File: src/rtl/wdt_pkg.sv
// Shared definitions for the watchdog reset controller: FSM state encoding,
// cause codes and a counter-width helper.
package wdt_pkg;

   typedef enum logic [1:0] {
      IDLE   = 2'd0,
      ASSERT = 2'd1,
      GRACE  = 2'd2,
      LOCKED = 2'd3
   } state_e;

   localparam logic [1:0] CAUSE_NONE = 2'b00;
   localparam logic [1:0] CAUSE_WDT  = 2'b01;
   localparam logic [1:0] CAUSE_SW   = 2'b10;
   localparam logic [1:0] CAUSE_LOCK = 2'b11;

   // Width of a counter running 0..n-1; a limit of 1 still needs one bit.
   function automatic int cnt_w(input int n);
      return (n <= 1) ? 1 : $clog2(n);
   endfunction

endpackage

File: src/rtl/wdt_edge_det.sv
// Registered rising-edge detector; a held high level produces a single event.
module wdt_edge_det (
   input  logic clk,
   input  logic rst_n,
   input  logic d,
   output logic rise
);

   logic q;

   // Previous-cycle sample of the input, updated every cycle.
   always_ff @(posedge clk or negedge rst_n) begin
      if (!rst_n) q <= 1'b0;
      else        q <= d;
   end

   assign rise = d & ~q;

endmodule

File: src/rtl/wdt_reset_ctrl.sv
// Watchdog / software reset controller. Turns a watchdog trip or software
// request into a PULSE_LEN-cycle system reset, kicks the watchdog, ignores
// requests for GRACE_LEN cycles afterwards and locks out after MAX_RESETS
// unacknowledged trips.
// Optional build macro: WDT_CAUSE_EN adds the cause_o reporting port.
module wdt_reset_ctrl
   import wdt_pkg::*;
#(
   parameter int PULSE_LEN  = 16,
   parameter int GRACE_LEN  = 64,
   parameter int MAX_RESETS = 3
) (
   input  logic                            clk,
   input  logic                            rst_n,
   input  logic                            wdt_trip_i,
   input  logic                            sw_rst_req_i,
   input  logic                            clr_i,
   output logic                            sys_rst_o,
   output logic                            wdt_kick_o,
   output logic                            fault_o,
   output logic [$clog2(MAX_RESETS+1)-1:0] reset_cnt_o
`ifdef WDT_CAUSE_EN
   ,
   output logic [1:0]                      cause_o
`endif
);

   localparam int PW = cnt_w(PULSE_LEN);
   localparam int GW = cnt_w(GRACE_LEN);
   localparam int RW = $clog2(MAX_RESETS + 1);

   localparam logic [PW-1:0] PULSE_LAST = PW'(PULSE_LEN - 1);
   localparam logic [GW-1:0] GRACE_LAST = GW'(GRACE_LEN - 1);
   localparam logic [RW-1:0] CNT_MAX    = RW'(MAX_RESETS);
   localparam logic [RW-1:0] CNT_LOCK   = RW'(MAX_RESETS - 1);

   state_e        state;
   logic [PW-1:0] pulse_cnt;
   logic [GW-1:0] grace_cnt;
   logic [RW-1:0] reset_cnt;
   logic          trip_evt;
`ifdef WDT_CAUSE_EN
   logic [1:0]    cause;
`endif

   wdt_edge_det u_trip_edge (
      .clk   (clk),
      .rst_n (rst_n),
      .d     (wdt_trip_i),
      .rise  (trip_evt)
   );

   // Reset sequencing FSM with its pulse/grace timers and trip counter.
   always_ff @(posedge clk or negedge rst_n) begin
      if (!rst_n) begin
         state     <= IDLE;
         pulse_cnt <= '0;
         grace_cnt <= '0;
         reset_cnt <= '0;
`ifdef WDT_CAUSE_EN
         cause     <= CAUSE_NONE;
`endif
      end else begin
         unique case (state)
            IDLE: begin
               if (trip_evt) begin
                  // Saturate so the count can never wrap past MAX_RESETS.
                  if (reset_cnt != CNT_MAX) reset_cnt <= reset_cnt + RW'(1);
                  if (reset_cnt >= CNT_LOCK) begin
                     state <= LOCKED;
`ifdef WDT_CAUSE_EN
                     cause <= CAUSE_LOCK;
`endif
                  end else begin
                     state     <= ASSERT;
                     pulse_cnt <= '0;
`ifdef WDT_CAUSE_EN
                     cause     <= CAUSE_WDT;
`endif
                  end
               end else if (sw_rst_req_i) begin
                  state     <= ASSERT;
                  pulse_cnt <= '0;
`ifdef WDT_CAUSE_EN
                  cause     <= CAUSE_SW;
`endif
               end else if (clr_i) begin
                  reset_cnt <= '0;
`ifdef WDT_CAUSE_EN
                  cause     <= CAUSE_NONE;
`endif
               end
            end
            ASSERT: begin
               if (pulse_cnt == PULSE_LAST) begin
                  state     <= GRACE;
                  grace_cnt <= '0;
               end else begin
                  pulse_cnt <= pulse_cnt + PW'(1);
               end
            end
            GRACE: begin
               if (grace_cnt == GRACE_LAST) state <= IDLE;
               else                         grace_cnt <= grace_cnt + GW'(1);
            end
            LOCKED: begin
               // Only a software clear releases the lockout.
               if (clr_i) begin
                  state     <= IDLE;
                  reset_cnt <= '0;
`ifdef WDT_CAUSE_EN
                  cause     <= CAUSE_NONE;
`endif
               end
            end
            default: state <= IDLE;
         endcase
      end
   end

   assign sys_rst_o   = (state == ASSERT) || (state == LOCKED);
   assign wdt_kick_o  = (state == ASSERT) || (state == LOCKED);
   assign fault_o     = (state == LOCKED);
   assign reset_cnt_o = reset_cnt;
`ifdef WDT_CAUSE_EN
   assign cause_o     = cause;
`endif

endmodule

File: config.mk
export PLATFORM = sky130hd
export DESIGN_NAME = wdt_reset_ctrl
export DESIGN_NICKNAME = d
export VERILOG_FILES = /design/src/rtl/wdt_pkg.sv /design/src/rtl/wdt_edge_det.sv /design/src/rtl/wdt_reset_ctrl.sv
export SDC_FILE = /design/constraint.sdc
export NUM_CORES = 1
export LEC_CHECK = 0
export BUFFER_PORTS_ARGS = -buffer_cell sky130_fd_sc_hd__buf_2
export CAP_MARGIN = 25
export CORE_MARGIN = 2
export CORE_UTILIZATION = 40
export CTS_CLUSTER_DIAMETER = 120
export CTS_CLUSTER_SIZE = 40
export DETAILED_ROUTE_END_ITERATION = 10
export GPL_TIMING_DRIVEN = 0
export PLACE_DENSITY = 0.66
export REMOVE_ABC_BUFFERS = 1
export SLEW_MARGIN = 20
export SYNTH_ARGS = -nofsm -noshare
export SYNTH_HDL_FRONTEND = slang
export SYNTH_SLANG_ARGS = --single-unit
File: constraint.sdc
create_clock -name clk -period 1.7 [get_ports clk]
set_input_delay 0.34 -clock clk [delete_from_list [all_inputs] [get_ports clk]]
set_output_delay 0.34 -clock clk [all_outputs]
set_load 0.1 [all_outputs]
==> results by group, run 1 <==
Layout
  – FILL cells: 182
  – Final core occ: 0.533
  – Antenna cells: 0
  – Area grow syn2layout: 23.4%
  – Final nets: 116
  – Layout Cells excl Fill: 133
  – Layout cells sized above 1: 0.321

Die
  – IO Pins: 10
  – Initial Util: 0.432
  – Die ar.: 2530 um^2
  – Die Wd: 50.3 um
  – Row cnt: 16
  – DIE HEIGHT: 50.3 um
  – CORE AREA: 1980 um^2

Synthesis
  – FFs w/ async S/R, synth: 1.00
  – Yosys cell types: 32
  – Yosys warning count: 0
  – Flops & latches, synth: 15
  – Mapped Area: ~860 um^2
  – Mapped Cells: between 80 and 90
  – Synth area leaders: dfrtp_1 44%, ha_1 5.8%, a21oi_1 3.5%, inv_1 3.1%, o2bb2ai_1 3.1%
  – Top-count cell post-synth: dfrtp_1
  – Mean Syn Cell Area: 9.73 um^2
  – Post-synth top area cell: dfrtp_1
  – Ys flop type: dfrtp_1
  – Synth top area share: 0.439
  – Seq/Total Area, Yosys: 0.439
  – Most instantiated cells after synthesis: 15 x dfrtp_1, 7 x inv_1, 6 x a21oi_1, 6 x nor2_1
  – Post-synth EDFFs: 0

Outcome
  – Outcome: finished, final reports clean

Route
  – Wire per inst: approximately 12 um
  – Residual DRC: 0
  – WL final: 1660 um
  – Vias/cell: roughly 5.4
  – ANT nets after route: 0
  – 1st-pass router iterations: 4
  – DRC violation total after the first TritonRoute iteration: 22
  – DR vias: 721

Placement
  – Detail Placement HPWL: 1100 um
  – Final GP Congestion: 0.765
  – Inst Count DP: 119
  – Port Buf Inserts: 9

Timing
  – Final Hold Fails: 0
  – Period utilisation layout: 0.964
  – Fmax: a little over 0.6 GHz
  – TNS Setup: 0 ns
  – RSZ-0062 raised after global routing: yes
  – Final Setup Violations: 0
  – Clock Skew: 0.00294 ns
  – Slew @ Worst Pin: roughly 0.46 ns
  – Final Max Tran Viols: 0
  – Fin Hold WS: between 0.2 and 0.25 ns
  – Minimum clock period: 1.64 ns
  – Worst rel slew slack: 0.690

Setup path
  – R2R cell count: 5
  – Crit path cell chain: ha_2 > and3_1 > a21o_2 > a211o_1 > a22o_1
  – CP arrival: roughly 1.8 ns
  – Crit path kind: reg -> reg
  – WP buf/inv: 0
  – Req. time, crit path: 1.88 ns
  – CP Launch Type: flip-flop
  – Critical Path Stages: 5
  – Setup crit end kind: flip-flop
  – CP max stage cell: dfrtp_1
  – Family with the most delay on the worst path: compound AO/OA/AOI/OAI gates
  – Worst-path maximum fanout: 4
  – CP peak stage delay: 0.41 ns

Clock network
  – CTS tree: built
  – Clock Latency Late Sink: roughly 0.28 ns
  – Clock transition at the registers of the reported paths: 0.10 ns
  – H-tree Lvls: 1
  – CTS Buf Count: 3
  – Clk sinks: 15
  – Clk root buf: clkbuf_4
  – Clk buf depth: 2

Power and ir drop
  – Max rail drop VDD: 0.00159 V
  – Lkg Pwr: 0.000483 uW
  – Pwr dens: 1970 nW/um^2
  – Pwr Total: approximately 2100 uW

Global routing
  – Initial antenna violation count: 0
  – First-pass GRT wire length: 2860 um
  – Largest net degree at the start of global routing: 16
  – GRT Util Overall: 0.149
  – Grt ovf: 0
  – Vias in the first global route: 629

Flow run
  – Max Cap Violations: 0

Min path
  – Hold path cells: 1
  – Hold WC Path Type: in -> reg
==> per-stage QoR <==
step | cell area (um^2) | worst slack [ns]
final | 1060 | 0.0620
after global routing | 1060 | -0.0297
after CTS | 977 | 0.00515
after detailed placement | 898 | -0.0811
after global placement | 898 | -0.0555
after floorplan | 820 | -1.08
==> layer usage <==
layer | global-route usage | vias to the layer above | wire, um
met5 | 0 | - | 0
met4 | 0.0417 | 0 | 0
met3 | 0.0179 | 0 | 42
met2 | 0.232 | 10 | 785
met1 | 0.216 | 357 | 832
li1 | - | 354 | -
==> registers in the layout, summed over array words and instances (netlist names) <==
signal / count
grace_cnt: 6
u_trip_edge.q: 1
pulse_cnt: 4
reset_cnt_o: 2
state: 2
==> cells by family (layout without fill, tap and decap cells) <==
logic type | count (synthesis) | count (layout) | synth area share
buffers and inverters | 12 | 30 | 0.0731
multiplexers | 2 | 2 | 0.0249
flip-flops | 15 | 15 | 0.439
XOR/XNOR | 4 | 4 | 0.0409
AND/OR/NAND/NOR | 26 | 26 | 0.161
adder cells (fa/ha/maj) | 4 | 4 | 0.0585
AO/OA/AOI/OAI | 25 | 25 | 0.203
==> power by group <==
part	total, uW	switching, uW	internal, uW
sequential	642	149	493
clock	210	123	87.1
combinational	1220	770	455
==> worst paths after layout <==
kind / slack [ns] / to / start
worst min register to register: 0.54 / state[0]$_DFFE_PN0P_ / state[1]$_DFFE_PN0P_
worst min-delay path: 0.21 / u_trip_edge.q$_DFF_PN0_ / wdt_trip_i
worst max-delay path: 0.06 / pulse_cnt[3]$_DFFE_PN0P_ / pulse_cnt[1]$_DFFE_PN0P_
worst max register to register: 0.06 / pulse_cnt[3]$_DFFE_PN0P_ / pulse_cnt[1]$_DFFE_PN0P_
min in group asynchronous: 0.48 / pulse_cnt[1]$_DFFE_PN0P_ / rst_n
max in group asynchronous: 0.95 / state[0]$_DFFE_PN0P_ / rst_n
==> placed cells by master (no fill, tap or decap), drive strengths merged <==
master       count
a211o            1
a21o             1
a21oi            6
a222oi           1
a22o             2
a31oi            2
a32o             1
and2             1
and3             2
buf             18
clkbuf           3
clkinv           1
dfrtp           15
dlygate4sd3      1
ha               4
inv              7
mux2             1
mux2i            1
nand2            3
nand2b           3
nand3            4
nor2             6
nor2b            2
nor3             3
nor4             1
o21ai            3
o22ai            4
o2bb2ai          3
o32a             1
or4              1
xnor2            3
xor2             1
==> cell type report <==
type                            instances  area [um^2]  share of cell area
Clock buffer                            3         22.5              0.0213
Tap cell                               27         33.8              0.0320
Clock inverter                          1         5.00             0.00474
Sequential cell                        15          378               0.358
Timing Repair Buffer                   19          138               0.130
Multi-Input combinational cell         61          453               0.429
Inverter                                7         26.3              0.0249
==> what timing repair did <==
item / CTS / global route
gates resized for setup: 4 / 7
hold buffers: 1 / 0
hold endpoints to repair: 15 / 0
setup buffers: 3 / 6
setup endpoints to repair: 6 / 8
pin swaps: 2 / 4
No activity file was read; power rests on OpenSTA's default activity.
==> run 2: changes to the inputs <==
--- a/config.mk
+++ b/config.mk
@@ -15,6 +15,7 @@
 export GPL_TIMING_DRIVEN = 0
 export PLACE_DENSITY = 0.66
 export REMOVE_ABC_BUFFERS = 1
+export SETUP_SLACK_MARGIN = 0.3
 export SLEW_MARGIN = 20
 export SYNTH_ARGS = -nofsm -noshare
 export SYNTH_HDL_FRONTEND = slang
==> run 2 against run 1 <==
Effect of this change:
- clock power is 2% higher
- clock skew hardly changed
- setup slack got worse by 0.035 ns
- sequential share of layout area shrank 7.2 points
- utilization is 14 points higher
- critical path depth shrank 1
- via count up 7.5%
- first-iteration DRC count shrank 41%
- critical endpoint is now reset_cnt_o[1]$_DFFE_PN0P_
- largest cell class unchanged
==> results by group, run 2 (synthesis results as in run 1) <==
Route
  – WL final: around 2100 um
  – DR vias: 775
  – 1st-pass router iterations: 4
  – DRC violation total after the first TritonRoute iteration: 13
  – ANT nets after route: 0
  – Residual DRC: 0
  – Wire per inst: ~14 um
  – Vias/cell: 5.27

Setup path
  – CP arrival: 1.84 ns
  – R2R Setup Slk: approximately 0.027 ns
  – Req. time, crit path: ~1.9 ns
  – Setup crit end kind: flip-flop
  – Crit path kind: reg -> reg
  – Worst-path maximum fanout: 2
  – CP Launch Type: flip-flop

Layout
  – Largest reg by FF count: grace_cnt
  – Final core occ: 0.668
  – Layout cells sized above 1: 0.500
  – Commonest cells after routing, fill and taps aside: 17 x buf_4, 13 x dfrtp_1, 7 x inv_1, 7 x buf_6, 6 x a21oi_1
  – Final nets: 130
  – Layout Cells excl Fill: 147
  – Number of flip-flops in the largest register: 6
  – Post-route cell area: between 1000 and 1500 um^2
  – Commonest non-fill, non-tap cell in the layout: buf_4
  – FILL cells: roughly 150
  – Area grow syn2layout: 54.7%
  – Biggest regs: grace_cnt x6, pulse_cnt x4
  – Antenna cells: 0

Clock network
  – H-tree Lvls: 1
  – Clock Latency Late Sink: 0.29 ns
  – Clk buf depth: 2
  – CTS tree: built
  – CTS Buf Count: 3
  – Clk sinks: 15
  – Clock transition at the registers of the reported paths: 0.10 ns
  – Clk root buf: clkbuf_4

Timing
  – RSZ-0062 raised after global routing: yes
  – Fmax: 0.598 GHz
  – Worst rel slew slack: 0.772
  – Slew @ Worst Pin: 0.341 ns
  – Clock Skew: between 0.002 and 0.003 ns
  – Final Hold Fails: 0
  – Worst setup margin: 0.0271 ns
  – Period utilisation layout: 0.984
  – Final Max Tran Viols: 0
  – Minimum clock period: between 1.5 and 2 ns
  – Fin Hold WS: 0.172 ns
  – Final Setup Violations: 0

Placement
  – Final GP Congestion: 0.765
  – Detail Placement HPWL: 1100 um
  – Inst Count DP: roughly 120
  – DP Worst Slack: -0.0811 ns
  – Port Buf Inserts: 9
  – Post-placement cell area: 898 um^2

Global routing
  – Grt ovf: 0
  – First-pass GRT wire length: 3490 um
  – Met1 Usage GRT: 0.246
  – Busiest layer in global routing: met2
  – Largest net degree at the start of global routing: 16
  – Met3 Usage GRT: 0.0357
  – Vias in the first global route: around 760
  – Initial antenna violation count: 0
  – GRT Util Overall: 0.183
  – GR Util met2: 0.300

Min path
  – Hold WC Path Type: in -> reg

Die
  – DIE HEIGHT: 50.3 um
  – Initial Util: 0.432
  – Die ar.: 2530 um^2
  – CORE AREA: just under 2000 um^2
  – Row cnt: 16
  – IO Pins: 10
  – Die Wd: 50.3 um

Outcome
  – Outcome: finished, final reports clean

Flow run
  – Max Cap Violations: 0

Power and ir drop
  – Max rail drop VDD: 0.00194 V
  – Pwr dens: 1950 nW/um^2
  – Lkg Pwr: around 0.0006 uW
-- run 2: cell types whose count changed in the layout (fill, tap and decap cells not counted), sizes merged --
cell	delta
buf	+14
-- run 2: layout make-up --
cell class	count	area, um^2	share of cell area
Tap cell	27	33.8	0.0255
Sequential cell	15	378	0.285
Clock buffer	3	22.5	0.0170
Multi-Input combinational cell	61	542	0.409
Clock inverter	1	5.00	0.00378
Inverter	7	26.3	0.0198
Timing Repair Buffer	33	317	0.239
-- run 2: repair_timing --
item                                    in CTS  in global routing
hold endpoints to repair                    15                  0
endpoints found under the setup margin      18                 16
setup buffers                               17                  6
pin swaps                                   11                  5
hold buffers                                 1                  0
resized for setup                           27                 26
-- run 2: worst max-delay path, stage by stage (launching register included) --
cell      delay (ns)
dfrtp_1         0.40
ha_2            0.18
or4_4           0.48
a222oi_1        0.35
o22ai_1         0.14
-- run 2: final timing paths --
kind | start | endpoint | depth (start not counted)
worst min-delay path | wdt_trip_i | u_trip_edge.q$_DFF_PN0_ | 1
worst max-delay path | reset_cnt_o[0]$_DFFE_PN0P_ | reset_cnt_o[1]$_DFFE_PN0P_ | 4
max in group asynchronous | rst_n | state[0]$_DFFE_PN0P_ | 2
worst max register to register | reset_cnt_o[0]$_DFFE_PN0P_ | reset_cnt_o[1]$_DFFE_PN0P_ | 4
min in group asynchronous | rst_n | pulse_cnt[3]$_DFFE_PN0P_ | 2
worst min register to register | grace_cnt[3]$_DFFE_PN0P_ | grace_cnt[3]$_DFFE_PN0P_ | 1
-- run 2: per-stage QoR --
stage | total power (uW) | TNS (ns)
after global routing | 2750 | -0.0997
after detailed placement | 1660 | -0.220
final | 2580 | 0
after global placement | 1640 | -0.146
after floorplan | 1480 | -13.60
after CTS | 2230 | 0
-- run 2: power by group --
| group | internal [uW] | switching (uW) | leakage, uW |
|---|---|---|---|
| Sequential | 492 | 155 | 0.000191 |
| Clock | 87.7 | 127 | 0.0000177 |
| Combinational | 789 | 926 | 0.000377 |
| Total | 1370 | 1210 | 0.000586 |
-- run 2: routing by layer --
layer  vias to the layer above  wire [um]  part of all wire
met5                         -          0                 0
met4                         0         21             0.010
met3                         2         50             0.024
met2                         8       1040              0.51
met1                       384        938              0.46
li1                        381          -                 -
